$ cat src/rtl/spi_process_param.sv
// Serial word receiver with message-atomic data/length FIFOs, plus a serial word transmitter.
// RX word lands 1 cycle after its last bit; FIFO_Q 1 cycle after RD_REQ; overflowing messages are dropped, TX ignores ENA while BUSY.

module spi_process_param_fifo #(
   parameter int W  = 8,
   parameter int AW = 2
) (
   input  logic         core_clk,
   input  logic         arst_n,
   input  logic         push_vld,
   input  logic [W-1:0] push_dat,
   input  logic         pop_vld,
   output logic [W-1:0] head_dat,
   output logic         full,
   output logic         empty
);
   // Show-ahead FIFO: head_dat is the oldest entry, zero when empty.
   // A push is visible the cycle after; push when full and pop when empty are ignored.

   localparam int DEPTH = 1 << AW;

   logic [W-1:0] mem [DEPTH];
   logic [AW:0]  wp;
   logic [AW:0]  rp;

   assign empty    = (wp == rp);
   assign full     = (wp[AW] != rp[AW]) && (wp[AW-1:0] == rp[AW-1:0]);
   assign head_dat = empty ? '0 : mem[rp[AW-1:0]];

   always_ff @(posedge core_clk or negedge arst_n) begin
      if (!arst_n) begin
         wp <= '0;
         rp <= '0;
      end else begin
         if (push_vld && !full)
            wp <= wp + (AW+1)'(1);
         if (pop_vld && !empty)
            rp <= rp + (AW+1)'(1);
      end
   end

   always_ff @(posedge core_clk) begin
      if (push_vld && !full)
         mem[wp[AW-1:0]] <= push_dat;
   end

endmodule

module spi_process_param #(
   parameter int DATA_W  = 16,
   parameter int FIFO_AW = 8,
   parameter int LEN_W   = 8,
   parameter int MSG_AW  = 2,
   parameter int CLK_DIV = 4
) (
   input  logic              SYS_CLK,
   input  logic              RST,
   input  logic              RX_CLK,
   input  logic              RX_DATA,
   input  logic              RX_LOAD,
   input  logic              RX_STOP,
   input  logic              RD_REQ,
   input  logic              RD_REQ_LEN,
   output logic [DATA_W-1:0] FIFO_Q,
   output logic [LEN_W-1:0]  msg_len_out,
   output logic              GOT_FULL_MSG,
   output logic              DROP,
   input  logic [DATA_W-1:0] DATA,
   input  logic              ENA,
   input  logic              LAST,
   output logic              BUSY,
   output logic              TX_CLK,
   output logic              TX_DATA,
   output logic              TX_LOAD,
   output logic              TX_STOP
);

   localparam int BIT_W = $clog2(DATA_W + 1);
   localparam int DIV_W = $clog2(2 * CLK_DIV);
   localparam int DEPTH = 1 << FIFO_AW;

   // ---------------- receive: synchronisers and deserialiser ----------------
   logic [1:0] clk_sy, dat_sy, load_sy, stop_sy;
   logic       clk_q;
   logic       rx_rise;
   logic       eom;

   logic [DATA_W-1:0] rx_shift;
   logic [BIT_W-1:0]  bit_cnt;
   logic              wr_pend;

   always_ff @(posedge SYS_CLK or negedge RST) begin
      if (!RST) begin
         clk_sy  <= '0;
         dat_sy  <= '0;
         load_sy <= '0;
         stop_sy <= '0;
         clk_q   <= 1'b0;
      end else begin
         clk_sy  <= {clk_sy[0], RX_CLK};
         dat_sy  <= {dat_sy[0], RX_DATA};
         load_sy <= {load_sy[0], RX_LOAD};
         stop_sy <= {stop_sy[0], RX_STOP};
         clk_q   <= clk_sy[1];
      end
   end

   assign rx_rise = clk_sy[1] && !clk_q;
   assign eom     = rx_rise && stop_sy[1];

   // STOP wins over LOAD on the same edge, so a stop edge never completes a word.
   always_ff @(posedge SYS_CLK or negedge RST) begin
      if (!RST) begin
         rx_shift <= '0;
         bit_cnt  <= '0;
         wr_pend  <= 1'b0;
      end else begin
         wr_pend <= 1'b0;
         if (rx_rise) begin
            if (stop_sy[1]) begin
               bit_cnt <= '0;
            end else if (load_sy[1]) begin
               rx_shift <= {rx_shift[DATA_W-2:0], dat_sy[1]};
               if (bit_cnt == BIT_W'(DATA_W - 1)) begin
                  bit_cnt <= '0;
                  wr_pend <= 1'b1;
               end else begin
                  bit_cnt <= bit_cnt + BIT_W'(1);
               end
            end
         end
      end
   end

   // ---------------- receive: data FIFO with speculative write pointer ----------------
   logic [DATA_W-1:0] mem [DEPTH];
   logic [FIFO_AW:0]  spec_wp, com_wp, rd_ptr;
   logic [LEN_W-1:0]  msg_cnt;
   logic              msg_err;
   logic              d_full, d_empty;
   logic              wr_ok, commit, drop_now;
   logic              len_full, len_empty;

   assign d_full  = (spec_wp[FIFO_AW] != rd_ptr[FIFO_AW]) &&
                    (spec_wp[FIFO_AW-1:0] == rd_ptr[FIFO_AW-1:0]);
   assign d_empty = (com_wp == rd_ptr);

   assign wr_ok    = wr_pend && !msg_err && !d_full && (msg_cnt != '1);
   assign commit   = eom && !msg_err && (msg_cnt != '0) && !len_full;
   assign drop_now = eom && (msg_err || ((msg_cnt != '0) && len_full));

   always_ff @(posedge SYS_CLK or negedge RST) begin
      if (!RST) begin
         spec_wp <= '0;
         com_wp  <= '0;
         msg_cnt <= '0;
         msg_err <= 1'b0;
         DROP    <= 1'b0;
      end else begin
         DROP <= drop_now;
         if (wr_pend && !wr_ok)
            msg_err <= 1'b1;
         if (wr_ok) begin
            spec_wp <= spec_wp + (FIFO_AW+1)'(1);
            msg_cnt <= msg_cnt + LEN_W'(1);
         end
         if (eom) begin
            msg_cnt <= '0;
            msg_err <= 1'b0;
            if (commit)
               com_wp <= spec_wp;
            else
               spec_wp <= com_wp;
         end
      end
   end

   always_ff @(posedge SYS_CLK) begin
      if (wr_ok)
         mem[spec_wp[FIFO_AW-1:0]] <= rx_shift;
   end

   // Read side owns rd_ptr only, so a same-cycle commit and pop never conflict.
   always_ff @(posedge SYS_CLK or negedge RST) begin
      if (!RST) begin
         rd_ptr <= '0;
         FIFO_Q <= '0;
      end else if (RD_REQ && !d_empty) begin
         FIFO_Q <= mem[rd_ptr[FIFO_AW-1:0]];
         rd_ptr <= rd_ptr + (FIFO_AW+1)'(1);
      end
   end

   spi_process_param_fifo #(
      .W  (LEN_W),
      .AW (MSG_AW)
   ) u_len_fifo (
      .core_clk (SYS_CLK),
      .arst_n   (RST),
      .push_vld (commit),
      .push_dat (msg_cnt),
      .pop_vld  (RD_REQ_LEN),
      .head_dat (msg_len_out),
      .full     (len_full),
      .empty    (len_empty)
   );

   assign GOT_FULL_MSG = !len_empty;

   // ---------------- transmit ----------------
   typedef enum logic [1:0] {ST_IDLE, ST_SHIFT, ST_STOP} tx_state_t;

   tx_state_t         tx_st, tx_st_n;
   logic [DATA_W-1:0] tx_sh, tx_sh_n;
   logic              tx_last, tx_last_n;
   logic [BIT_W-1:0]  tx_bit, tx_bit_n;
   logic [DIV_W-1:0]  tx_div, tx_div_n;
   logic              period_end;

   always_ff @(posedge SYS_CLK or negedge RST) begin
      if (!RST) begin
         tx_st   <= ST_IDLE;
         tx_sh   <= '0;
         tx_last <= 1'b0;
         tx_bit  <= '0;
         tx_div  <= '0;
      end else begin
         tx_st   <= tx_st_n;
         tx_sh   <= tx_sh_n;
         tx_last <= tx_last_n;
         tx_bit  <= tx_bit_n;
         tx_div  <= tx_div_n;
      end
   end

   assign period_end = (tx_div == DIV_W'(2 * CLK_DIV - 1));

   always_comb begin
      tx_st_n   = tx_st;
      tx_sh_n   = tx_sh;
      tx_last_n = tx_last;
      tx_bit_n  = tx_bit;
      tx_div_n  = tx_div;
      BUSY      = 1'b0;
      TX_CLK    = 1'b0;
      TX_DATA   = 1'b0;
      TX_LOAD   = 1'b0;
      TX_STOP   = 1'b0;

      case (tx_st)
         ST_IDLE: begin
            if (ENA) begin
               tx_st_n   = ST_SHIFT;
               tx_sh_n   = DATA;
               tx_last_n = LAST;
               tx_bit_n  = '0;
               tx_div_n  = '0;
            end
         end
         ST_SHIFT: begin
            BUSY     = 1'b1;
            TX_CLK   = (tx_div >= DIV_W'(CLK_DIV));
            TX_DATA  = tx_sh[DATA_W-1];
            TX_LOAD  = 1'b1;
            tx_div_n = period_end ? '0 : tx_div + DIV_W'(1);
            if (period_end) begin
               if (tx_bit == BIT_W'(DATA_W - 1)) begin
                  tx_st_n = tx_last ? ST_STOP : ST_IDLE;
               end else begin
                  tx_bit_n = tx_bit + BIT_W'(1);
                  tx_sh_n  = {tx_sh[DATA_W-2:0], 1'b0};
               end
            end
         end
         ST_STOP: begin
            BUSY     = 1'b1;
            TX_CLK   = (tx_div >= DIV_W'(CLK_DIV));
            TX_STOP  = 1'b1;
            tx_div_n = period_end ? '0 : tx_div + DIV_W'(1);
            if (period_end)
               tx_st_n = ST_IDLE;
         end
         default: begin
            tx_st_n = ST_IDLE;
         end
      endcase
   end

endmodule
$ cat config.mk
export PLATFORM = sky130hd
export DESIGN_NAME = spi_process_param
export DESIGN_NICKNAME = d
export VERILOG_FILES = /design/src/rtl/spi_process_param.sv
export SDC_FILE = /design/constraint.sdc
export NUM_CORES = 2
export LEC_CHECK = 0
export CORE_ASPECT_RATIO = 1.1
export CORE_MARGIN = 2
export CORE_UTILIZATION = 50
export DETAILED_ROUTE_END_ITERATION = 16
export PLACE_DENSITY_LB_ADDON = 0.05
export SKIP_LAST_GASP = 1
export SLEW_MARGIN = 10
export SYNTH_ARGS = -nofsm -noshare
export SYNTH_HDL_FRONTEND = slang
export SYNTH_MEMORY_MAX_BITS = 65536
export SYNTH_SLANG_ARGS = --single-unit
export TNS_END_PERCENT = 1
$ cat constraint.sdc
create_clock -name SYS_CLK -period 5.95 [get_ports SYS_CLK]
set_clock_uncertainty 0.2 [all_clocks]
set_input_delay 1.19 -clock SYS_CLK [delete_from_list [all_inputs] [get_ports SYS_CLK]]
set_output_delay 1.19 -clock SYS_CLK [all_outputs]
set_load 0.005 [all_outputs]
## Word-level counts from Yosys, hierarchy flattened

Memory sizes are Yosys's and may differ from the RTL's. A register that Yosys moved wholly into a read port is not among the register bits.
Cells that the tools add are included.

- $add $sub $neg: 8
- Order comparisons: 1
- Equality and inequality tests: 17
- Mux-type cells: 41
- Bitwise gates (word level): 1
- Reduce and logical (&&, ||, !) cells: 40

Operators with widths:

| operator | count |
|---|---|
| two-way mux 16 bit | 3 |
| case mux 16 bit (2 select lines) | 1 |
| two-way mux 5 bit | 6 |
| two-way mux 9 bit | 3 |
| two-way mux 8 bit | 3 |
| adder 9 x 1 -> 9 bit, second input constant | 2 |
| logical AND 1 bit | 16 |
| two-way mux 1 bit | 15 |
| adder 5 x 1 -> 5 bit, second input constant | 2 |
| equality test 5 x 4 -> 1 bit, second input constant | 2 |
| two-way mux 2 bit | 5 |
| != test 2 bit, second input constant | 5 |
| case mux 5 bit (2 select lines) | 1 |
| nonzero test 2 bit | 5 |
| adder 3 x 1 -> 3 bit, second input constant | 3 |
| equality test 9 bit | 1 |
| adder 8 x 1 -> 8 bit, second input constant | 1 |
| equality test 8 bit | 1 |
| zero test 1 bit | 8 |
| != test 8 bit, second input constant | 1 |
| AND reduction 2 bit | 4 |
| AND reduction 4 bit | 2 |
| nonzero test 8 bit | 1 |
| two-way mux 3 bit | 2 |
| other kinds (14) | 15 |

- Register bits after elaboration: 101
- Bits in writable memories: 4128
- Output and inout bits: 31
- Word-level logic and storage cells: 131
- Memories: 2

Memory list:

| name | depth | width | read ports | clocked after memory_dff | wr ports | RTL line | source |
|---|---|---|---|---|---|---|---|
| mem | 256 | 16 | 1 | 1 | 1 | 136 | `logic [DATA_W-1:0] mem [DEPTH];` |
| u_len_fifo.mem | 4 | 8 | 1 | 0 | 1 | 22 | `logic [W-1:0] mem [DEPTH];` |

## Depth between registers and ports, before layout

- Depth after elaboration: 9
- Depth in mapped cells: 13
- Depth with buffers taken out: 8

## Hierarchy

A second synthesis with hierarchy kept.

- Cell total of the unflattened synthesis: 7713
- Area, all modules: 163966.0 µm²

By module, submodules not included:

| module | times used | cells each | area each (µm²) | seq. area each (µm²) |
|---|---|---|---|---|
| spi_process_param | 1 | 7618 | 162265.6 | 125775.6 |
| spi_process_param_fifo | 1 | 95 | 1700.4 | 1111.1 |

## Least setup slack after synthesis

OpenSTA, ideal clock, no wires.

- Path kind: register -> register
- Start: register rx_shift[0]
- End: memory mem[0][0], data pin
- Library setup time: 805 ps
- Arrival: 3191 ps
- Data required time: 4945 ps
- Setup slack: 1754 ps
- Stages on the path, launching flop included: 1
- Path buffers: 0
- Cell sequence: dfrtp_1

RTL lines:

| element | RTL line | source |
|---|---|---|
| from (decl) | 88 | `logic [DATA_W-1:0] rx_shift;` |
| from (signal assigned) | 123 | `rx_shift <= {rx_shift[DATA_W-2:0], dat_sy[1]};` |
| to (decl) | 136 |  |

Straight into the memory's write port.

## Worst setup path after layout

- Start: register rd_ptr[0]
- End: register FIFO_Q[13], read port of mem

- Longest elaborated chain between the ends: 3

Ends and longest elaborated chain:

| element | RTL line | source |
|---|---|---|
| from (decl) | 137 | `logic [FIFO_AW:0] spec_wp, com_wp, rd_ptr;` |
| from (signal assigned) | 190 | `rd_ptr <= rd_ptr + (FIFO_AW+1)'(1);` |
| equality test 9 bit | 146 | `assign d_empty = (com_wp == rd_ptr);` |
| zero test 1 bit | 188 | `end else if (RD_REQ && !d_empty) begin` |
| logical AND 1 bit | 188 |  |
| to (decl) | 64 | `output logic [DATA_W-1:0] FIFO_Q,` |

Parallel ways exist; a longest one is shown, timed or not.
A chain may end at the register's enable or synchronous reset.

==> metrics.yaml <==
clocking:
  cts_tree: "yes"
  htree_levels: 5
  clk_pin_slew_worst_paths_ps: 70
  clock_sinks: 4245
  clkLatencyLatePin_ps: 970
  clk_path_buf_depth: 4
  numCtsBuffers: 426
  cts-root-buf: "clkbuf_16"
  cts_resized: 0
timing:
  period_share_pct: 82.5
  hold_violations: 0
  slew_headroom_pct: 8.42
  worst_slew_pin_slew_ps: 1370
  setup_tns_ps: 0
  finalSetupViolCount: 0
  final_max_slew_viol_count: 0
  max_freq_mhz: 204
  layout_min_cycle_time_ps: 4910
  rsz0062_at_grt: "false"
finish:
  synthToLayoutAreaGrowth_pct: 13.4
  drive_gt1_share_pct: 24.7
  finalNetCount: 8252
  fin_util_pct: 56.9
floorplan:
  coreArea_sq_um: 326000
  num_rows: 220
  initial_core_util_pct: 50.2
  fp.dieW_microns: 550
  die_h_microns: 604
  die_area_sq_um: 332000
  io_pins: 57
place:
  place_congestion: 0.870
  dp_hpwl_microns: 270000
  io_buffers: 56
pwr:
  p_per_area_nw_per_um2: 424
  swShare_pct: 29.8
  p_switching_w: 0.0235
  comb_power_share_pct: 23.1
  vdd_drop_max_uv: 312
  leakagePower_nw: 59.3
  p_int_w: 0.0554
  clkPwrFrac_pct: 33.4
  seqPwrFrac_pct: 43.5
yosys:
  synth_area_sq_um: 164000
  synth_top_cell_area_share_pct: 75.7
  ys_async_sr_fraction_pct: 2.76
  ys_types: 63
  synth_ff_type: "edfxtp_1"
  synth_edf_count: 4128
  synth_area_per_cell_sq_um: 21.2
  synth_seq_cells: 4245
  synth_top_area_cell: "edfxtp_1"
  yosys-top-cells-area: "edfxtp_1 (76%), mux4_2 (12%), mux2i_1 (3.1%), dfrtp_1 (1.8%), nor2_1 (0.80%)"
  syn_nets: 7759
  postSynthCellCount: 7713
  seq_area_frac_synth_pct: 77.5
  yosysWarningCount: 0
grt:
  grt_use_met3_pct: 3.85
  groute.layer.met1.usage_pct: 38.7
  grt_max_degree: 177
  grt.busiest_layer: "met2"
  grt_pass1_wl_microns: 634000
  grt_overflow: 0
  antenna_found_initial: 23
  first_global_vias: 81400
  gr-usage-met2_pct: 43.8
  grtUsageTotal_pct: 27.2
setup_path:
  start_kind: "flop"
  crit_type: "flop to flop"
  rrSetupSlack_ps: 1040
  cp-end-kind: "flop"
  crit_fanout: 27
  cp.arrival_ps: 5530
  crit_required_ps: 6570
drt:
  wirelength_microns: 451000
  vias: 81200
  drt_first_pass_iters: 5
  drc_errors: 0
  wire_per_inst_microns: 35.0
  drt_iter0_drc: 10200
  detail-route-antenna-nets: 0
  routed_via_density: 6.30
job:
  maxCapViolCount: 0
min_path:
  min_path_type: "flop to flop"
status:
  status: "finished clean"
-- placed cells by master (no fill, tap or decap), drive strengths merged, types with 28 or more instances in the layout --
| cell | count |
|---|---|
| edfxtp | 4128 |
| mux4 | 896 |
| clkbuf | 529 |
| mux2i | 500 |
| buf | 467 |
| nor2 | 349 |
| nand2 | 228 |
| clkinv | 178 |
| a22oi | 171 |
| a21oi | 120 |
| dfrtp | 117 |
| o21ai | 108 |
| nand3 | 66 |
| clkdlybuf4s50 | 55 |
| a221oi | 54 |
| mux2 | 44 |
| bufinv | 41 |
| a31oi | 39 |
| o211ai | 39 |
| o221ai | 39 |
| inv | 37 |
| a22o | 29 |
| xnor2 | 28 |
| a211oi | 28 |
-- Yosys cell counts, types with 29 or more instances --
master and instances:
a21oi_1 120, a221oi_1 54, a22o_1 29, a22oi_1 171, a31oi_1 39, buf_1 51, buf_2 113, buf_4 60
clkbuf_1 219, dfrtp_1 117, edfxtp_1 4128, mux2_2 44, mux2i_1 500, mux4_2 896, nand2_1 228, nand3_1 66
nor2_1 349, o211ai_1 39, o21ai_0 108, o221ai_1 39
-- power by group through the flow --
| stage | Sequential [W] | Clock, W | Combinational (W) |
|---|---|---|---|
| 5_1_grt | 0.0343 | 0.0279 | 0.0190 |
| 3_5_place_dp | 0.0349 | 0 | 0.0184 |
| 6_report | 0.0343 | 0.0263 | 0.0182 |
| 4_1_cts | 0.0343 | 0.0268 | 0.0184 |
| 2_1_floorplan | 0.0350 | 0 | 0.0109 |
| 3_3_place_gp | 0.0349 | 0 | 0.0183 |
-- cell families after synthesis --
logic type,share of synthesized area [%]
buffers and inverters,1.40
AND/OR/NAND/NOR,1.89
flip-flops,77.5
XOR/XNOR,0.267
multiplexers,15.7
adder cells (fa/ha/maj),0.153
AO/OA/AOI/OAI,3.17
-- registers in the layout (all words and copies together) (netlist names), 5 cells and up --
name / flops
mem: 4096
u_len_fifo.mem: 32
FIFO_Q: 16
rx_shift: 16
tx_sh: 16
com_wp: 9
rd_ptr: 9
spec_wp: 9
msg_cnt: 8
bit_cnt: 5
tx_bit: 5
-- final cells by class --
class | instances | area (sq um)
inverter | 24 | 95.1
timing repair buffer | 523 | 4780
fill | 24200 | 140000
clock inverter | 239 | 2270
tap | 4329 | 5420
multi-input combinational | 2986 | 34900
sequential | 4245 | 127000
antenna | 9 | 22.5
clock buffer | 529 | 11300
-- worst max-delay path, stage by stage, from the launching register on --
cell,delay (ps)
dfrtp_4,890
buf_12,350
buf_12,280
mux4_2,550
mux4_2,690
or2_2,410
a221oi_1,930
buf_4,240
o311ai_0,120
-- per-stage QoR --
stage	cells	hold WS (ps)	setup slack, ps	area [sq um]	total power, W
after detailed placement	12100	136	1160	172000	0.0533
after global routing	12900	160	947	186000	0.0812
after global placement	12100	133	909	172000	0.0532
after floorplan	7713	131	1750	164000	0.0459
final	12900	143	1040	186000	0.0788
after CTS	12900	147	1140	186000	0.0795
-- layer usage --
metal  routed length [microns]  vias up
li1                          -    33200
met5                        27        -
met4                     15700        4
met1                    185000    44100
met2                    220000     3255
met3                     30800      627
-- what timing repair did --
| item | in CTS | in global routing |
|---|---|---|
| endpoints found under the setup margin | 0 | 0 |
| hold buffers | 1 | 0 |
| hold endpoints to repair | 25 | 0 |
| buffers inserted | 0 | 0 |
-- path summary, 6_finish.rpt --
kind	start	end	cells past startpoint
min in group asynchronous	RST	DROP	2
min reg2reg	load_sy[0]	load_sy[1]	0
max in group asynchronous	RST	rx_shift[9]	3
max	rd_ptr[0]	FIFO_Q[13]	8
min	load_sy[0]	load_sy[1]	0
max reg2reg	rd_ptr[0]	FIFO_Q[13]	8
(Power assumes the default switching activity.)
